### src/rtl/deltastress_pkg.sv
// Shared types for the stress trend detector: trend state encoding and its width.
package deltastress_pkg;

    localparam int TREND_W = 2;

    typedef enum logic [TREND_W-1:0] {
        TREND_INIT   = 2'd0,
        TREND_STEADY = 2'd1,
        TREND_UP     = 2'd2,
        TREND_DOWN   = 2'd3
    } trend_t;

endpackage

### src/rtl/delta_stress_trend_sat_counter.sv
// Saturating up-counter with synchronous clear, used to count consecutive equal comparisons.
module sat_counter #(
    parameter int MAX = 2,
    localparam int CW = $clog2(MAX + 1)
) (
    input  logic          clk,
    input  logic          reset,
    input  logic          inc,
    input  logic          clr,
    output logic [CW-1:0] count,
    output logic          at_max
);

    function automatic logic [CW-1:0] sat_inc(input logic [CW-1:0] c);
        return (c == CW'(MAX)) ? c : c + CW'(1);
    endfunction

    always_ff @(posedge clk or posedge reset) begin
        if (reset) begin
            count <= '0;
        end else if (clr) begin
            count <= '0;
        end else if (inc) begin
            count <= sat_inc(count);
        end
    end

    assign at_max = (count == CW'(MAX));

endmodule

### src/rtl/delta_stress_trend.sv
// Stress-level trend detector: compares each strobed sample with a reference, pulses on rise/fall.
// Optional macro DELTA_STRESS_HYST_EN adds a HYST dead band and event-only reference updates.
module delta_stress_trend
    import deltastress_pkg::*;
#(
    parameter int WIDTH          = 3,
    parameter int STABLE_SAMPLES = 2,
    parameter int HYST           = 1
) (
    input  logic                    clk,
    input  logic                    reset,
    input  logic                    sample_en,
    input  logic [WIDTH-1:0]        status,
    output logic                    gestegen,
    output logic                    gedaald,
    output logic                    gelijk,
    output logic [TREND_W-1:0]      trend,
    output logic signed [WIDTH:0]   delta,
    output logic                    valid
);

`ifdef DELTA_STRESS_HYST_EN
    localparam bit HYST_EN = 1'b1;
`else
    localparam bit HYST_EN = 1'b0;
`endif
    localparam int THRESH = HYST_EN ? HYST : 1;
    localparam logic signed [WIDTH:0] THR_S = (WIDTH + 1)'(THRESH);
    localparam int CNT_W = $clog2(STABLE_SAMPLES + 1);

    trend_t              state_p1;
    logic [WIDTH-1:0]    ref_p1;
    logic signed [WIDTH:0] diff_p0;
    logic                rise_p0, fall_p0, cmp_p0, reach_p0, upd_p0;
    logic [CNT_W-1:0]    cnt_count;
    logic                cnt_at_max;

    // Stage p0: zero-extended subtraction cannot overflow in WIDTH+1 signed bits.
    assign diff_p0  = $signed({1'b0, status}) - $signed({1'b0, ref_p1});
    assign rise_p0  = (diff_p0 >= THR_S);
    assign fall_p0  = (diff_p0 <= -THR_S);
    assign cmp_p0   = sample_en & valid;
    assign reach_p0 = cnt_at_max | (cnt_count == CNT_W'(STABLE_SAMPLES - 1));
    // With the dead band, sub-threshold drift must accumulate against an unchanged reference.
    assign upd_p0   = ~HYST_EN | rise_p0 | fall_p0;

    sat_counter #(.MAX(STABLE_SAMPLES)) u_stable (
        .clk    (clk),
        .reset  (reset),
        .inc    (cmp_p0 & ~rise_p0 & ~fall_p0),
        .clr    (cmp_p0 & (rise_p0 | fall_p0)),
        .count  (cnt_count),
        .at_max (cnt_at_max)
    );

    // Stage p1: registered outputs and trend state.
    always_ff @(posedge clk or posedge reset) begin
        if (reset) begin
            state_p1 <= TREND_INIT;
            ref_p1   <= '0;
            valid    <= 1'b0;
            gestegen <= 1'b0;
            gedaald  <= 1'b0;
            gelijk   <= 1'b0;
            delta    <= '0;
        end else begin
            gestegen <= 1'b0;
            gedaald  <= 1'b0;
            if (sample_en) begin
                if (!valid) begin
                    ref_p1   <= status;
                    valid    <= 1'b1;
                    state_p1 <= TREND_STEADY;
                    delta    <= '0;
                end else begin
                    delta <= diff_p0;
                    if (upd_p0) ref_p1 <= status;
                    if (rise_p0) begin
                        gestegen <= 1'b1;
                        gelijk   <= 1'b0;
                        state_p1 <= TREND_UP;
                    end else if (fall_p0) begin
                        gedaald  <= 1'b1;
                        gelijk   <= 1'b0;
                        state_p1 <= TREND_DOWN;
                    end else if (reach_p0) begin
                        gelijk   <= 1'b1;
                        state_p1 <= TREND_STEADY;
                    end
                end
            end
        end
    end

    assign trend = state_p1;

endmodule

### config.mk
export PLATFORM = sky130hd
export DESIGN_NAME = delta_stress_trend
export DESIGN_NICKNAME = d
export VERILOG_FILES = /design/src/rtl/deltastress_pkg.sv /design/src/rtl/delta_stress_trend_sat_counter.sv /design/src/rtl/delta_stress_trend.sv
export SDC_FILE = /design/constraint.sdc
export NUM_CORES = 1
export LEC_CHECK = 0
export ABC_CLOCK_PERIOD_IN_PS = 2100
export BUFFER_PORTS_ARGS = -buffer_cell sky130_fd_sc_hd__clkbuf_2
export CAP_MARGIN = 20
export CORE_MARGIN = 2
export CORE_UTILIZATION = 48
export DETAILED_ROUTE_END_ITERATION = 10
export PLACE_DENSITY = 0.7
export SLEW_MARGIN = 20
export SYNTH_ARGS = -nofsm -noshare
export SYNTH_HDL_FRONTEND = slang
export SYNTH_SLANG_ARGS = --single-unit
export TNS_END_PERCENT = 1
### constraint.sdc
create_clock -name clk -period 2.1 [get_ports clk]
set_input_delay 0 -clock clk [delete_from_list [all_inputs] [get_ports clk]]
set_output_delay 0 -clock clk [all_outputs]
set_load 0.02 [all_outputs]
==> impl_metrics.yaml <==
outcome:
  outcome: "finished, final reports clean"
cells_and_area:
  drive_gt1_share_pct: 27.8
  final-seq-area_sq_um: 375
  n_fill_cell: 136
  multi_input_comb_area_sq_um: 307
  antennaDiodeCount: 0
  nets: 102
  area_delta_synth_final_pct: 21.0
synth:
  syn_inst: 70
  synth_seq_cells: 15
  netlist_area_sq_um: 727
  ys_top_cells_by_count: "dfrtp_1, inv_1, o21ai_0"
  syn_nets: 81
  synth_top_area_cell: "dfrtp_1"
  ys_warn_count: 0
  synth.distinct_cells: 25
  synth_flop_cell: "dfrtp_1"
  synth_seq_area_share_pct: 51.6
  synth-edff-count: 0
  ys_top_cells_by_area: "dfrtp_1, ha_1, inv_1"
  synth.most_common_cell: "dfrtp_1"
  synth_top_area_share_pct: 51.6
  synthArstFlopShare_pct: 100
  synth_area_per_cell_sq_um: 10.4
floorplanning:
  initial_core_util_pct: 50.0
  die_width_microns: 42.9
  ios: 16
  coreArea_sq_um: 1450
  core.rowCount: 14
  die_area_sq_um: 1840
  chipHeight_microns: 42.9
routing:
  avgRoutedWirePerCell_microns: 12.7
  first_iter_violations: 2
  wl_met3_microns: 53
  postRouteAntennaNets: 0
  first_pass_iters: 2
  viasPerCell: 4.98
  route.met2.wl_microns: 670
  wl_met1_microns: 592
  highest_layer: "met4"
  route.detailed.drc: 0
  drt_wl_total_microns: 1350
  num_vias: 528
grt:
  grt_pass1_wl_microns: 2310
  antenna_found_initial: 0
  grt_max_degree: 18
  grt_pass1_vias: 542
  grt.total_usage_pct: 17.6
  overflow: 0
flow_run:
  maxCapViolCount: 0
power_and_ir_drop:
  p_leak_uw: 0.000454
  powerDensity_nw_per_um2: 792
  peakVddDrop_mv: 0.364
clocking:
  cts_tree: "done"
  cts_sinks: 15
  htree_levels: 1
  clk_latency_ns: 0.28
  cts_buffers: 3
  cts_root_buffer: "clkbuf_4"
  path_clk_slew_ns: 0.09
  clock_path_buffers: 2
place:
  gp_congestion: 0.716
  io_buffers: 15
  dp_hpwl_microns: 952
min_path:
  hp-class: "in2reg"
timing:
  fmax_ghz: 0.509
  tightest_slew_ns: 0.532
  finalHoldViolations: 0
  maxSlewHeadroom_pct: 64.5
  grt_setup_unrepaired: "false"
  drv_slew: 0
  fin_crit_ns: 1.96
  fin_skew_ns: 0.00557
  setup_violations: 0
  hold_ws_ns: 0.0361
  setup_tns_ns: 0
  period_share_pct: 93.5
critical_path:
  required_ns: 2.33
  reg2reg_depth: 7
  cp_max_fo: 5
  slowest_stage: "dlygate4sd3_1"
  cp-endpoint: "u_stable.count[1]"
  max_stage_delay_ns: 0.52
  critical_path_buf_inv_count: 4
  critPathArrivalTime_ns: 2.19
  worstSetupPathType: "in2reg"
  rr_endpoint: "u_stable.count[1]"
  r2r-start: "ref_p1[0]"
  endpoint_kind: "flop"
  r2r_setup_slack_ns: 0.15
  crit_start: "status[0]"
  crit_top_cell: "inv_1"
  crit_chain: "dlygate4sd3_1 > clkbuf_2 > inv_1 > ha_1 > inv_1 > fa_1 > nand2b_1 > a211oi_4 > a21o_1 > a22o_1"
  path_delay_family: "buffers and inverters"
  startpoint_type: "primary input"
  cp.depth: 10
[repair_timing]
item,in CTS,in global routing
hold buffers,3,0
gates resized for setup,0,1
setup endpoints to repair,0,1
endpoints found under the hold margin,17,0
setup buffers,0,0
[per-stage QoR]
step	total power [uW]	worst slack (ns)	utilization (%)	instance area, sq um	instances
global placement	523	0.225	56.0	815	99
floorplan	474	0.303	-	727	70
detailed placement	527	0.123	56.0	815	99
global route	740	0.0228	60.5	880	106
CTS	695	0.113	60.0	872	106
finish	696	0.137	60.5	880	106
[layout by cell type, fill, tap and decap left out, types with 2 or more instances in the layout]
master and instances:
inv_1 12, nand3b_1 2, nor3_1 2, dfrtp_1 15, nor2_1 4, dlygate4sd3_1 3, clkbuf_2 15, o21ai_0 7
nand2_1 3, nand3_1 3, clkbuf_4 3, ha_1 4, a22o_1 2
[per-layer routing]
| layer | vias up | GRT usage, % |
|---|---|---|
| li1 | 274 | - |
| met1 | 237 | 20.8 |
| met2 | 13 | 28.5 |
| met4 | 0 | 11.3 |
| met3 | 4 | 3.83 |
| met5 | - | 0 |
[cells by family after synthesis]
group                    after synthesis  synth area share [%]
buffers and inverters                 14                  7.23
multiplexers                           1                  1.55
AO/OA/AOI/OAI                         16                  15.0
XOR/XNOR                               1                  2.24
AND/OR/NAND/NOR                       18                  12.7
adder cells (fa/ha/maj)                5                  9.64
flip-flops                            15                  51.6
[report_power, final]
group / internal, uW / leakage [uW] / total (uW) / switching [uW]
logic: 71.1 / 0.000255 / 192 / 121
clock network: 70.7 / 0.0000177 / 164 / 93.0
registers: 323 / 0.000182 / 341 / 17.8
[worst min-delay path by stage]
stage	startpoint	end	slack (ns)	cells past startpoint
after floorplan	reset	delta[0]	-0.1	1
after global placement	reset	gedaald	0.05	2
final	status[1]	ref_p1[1]	0.04	3
after global routing	status[1]	ref_p1[1]	0.05	3
after detailed placement	reset	gedaald	0.06	2
after CTS	status[1]	ref_p1[1]	0.03	3
[layout make-up]
| type | count | share of cell area [%] |
|---|---|---|
| Sequential cell | 15 | 42.7 |
| Multi-Input combinational cell | 41 | 34.9 |
| Timing Repair Buffer | 18 | 11.9 |
| Inverter | 12 | 5.12 |
| Clock buffer | 3 | 2.56 |
| Tap cell | 16 | 2.28 |
| Clock inverter | 1 | 0.569 |
[worst register-to-register path, stage by stage, from the launching register on]
cell	delay [ns]
dfrtp_1	0.39
ha_1	0.18
inv_1	0.07
fa_1	0.43
nand2b_1	0.23
a211oi_4	0.28
a21o_1	0.18
a22o_1	0.14
[registers in the layout, summed over array words and instances (netlist names)]
register        cells
delta               4
ref_p1              3
trend               2
u_stable.count      2
gedaald             1
gelijk              1
gestegen            1
valid               1
No activity file was read; power rests on OpenSTA's default activity.
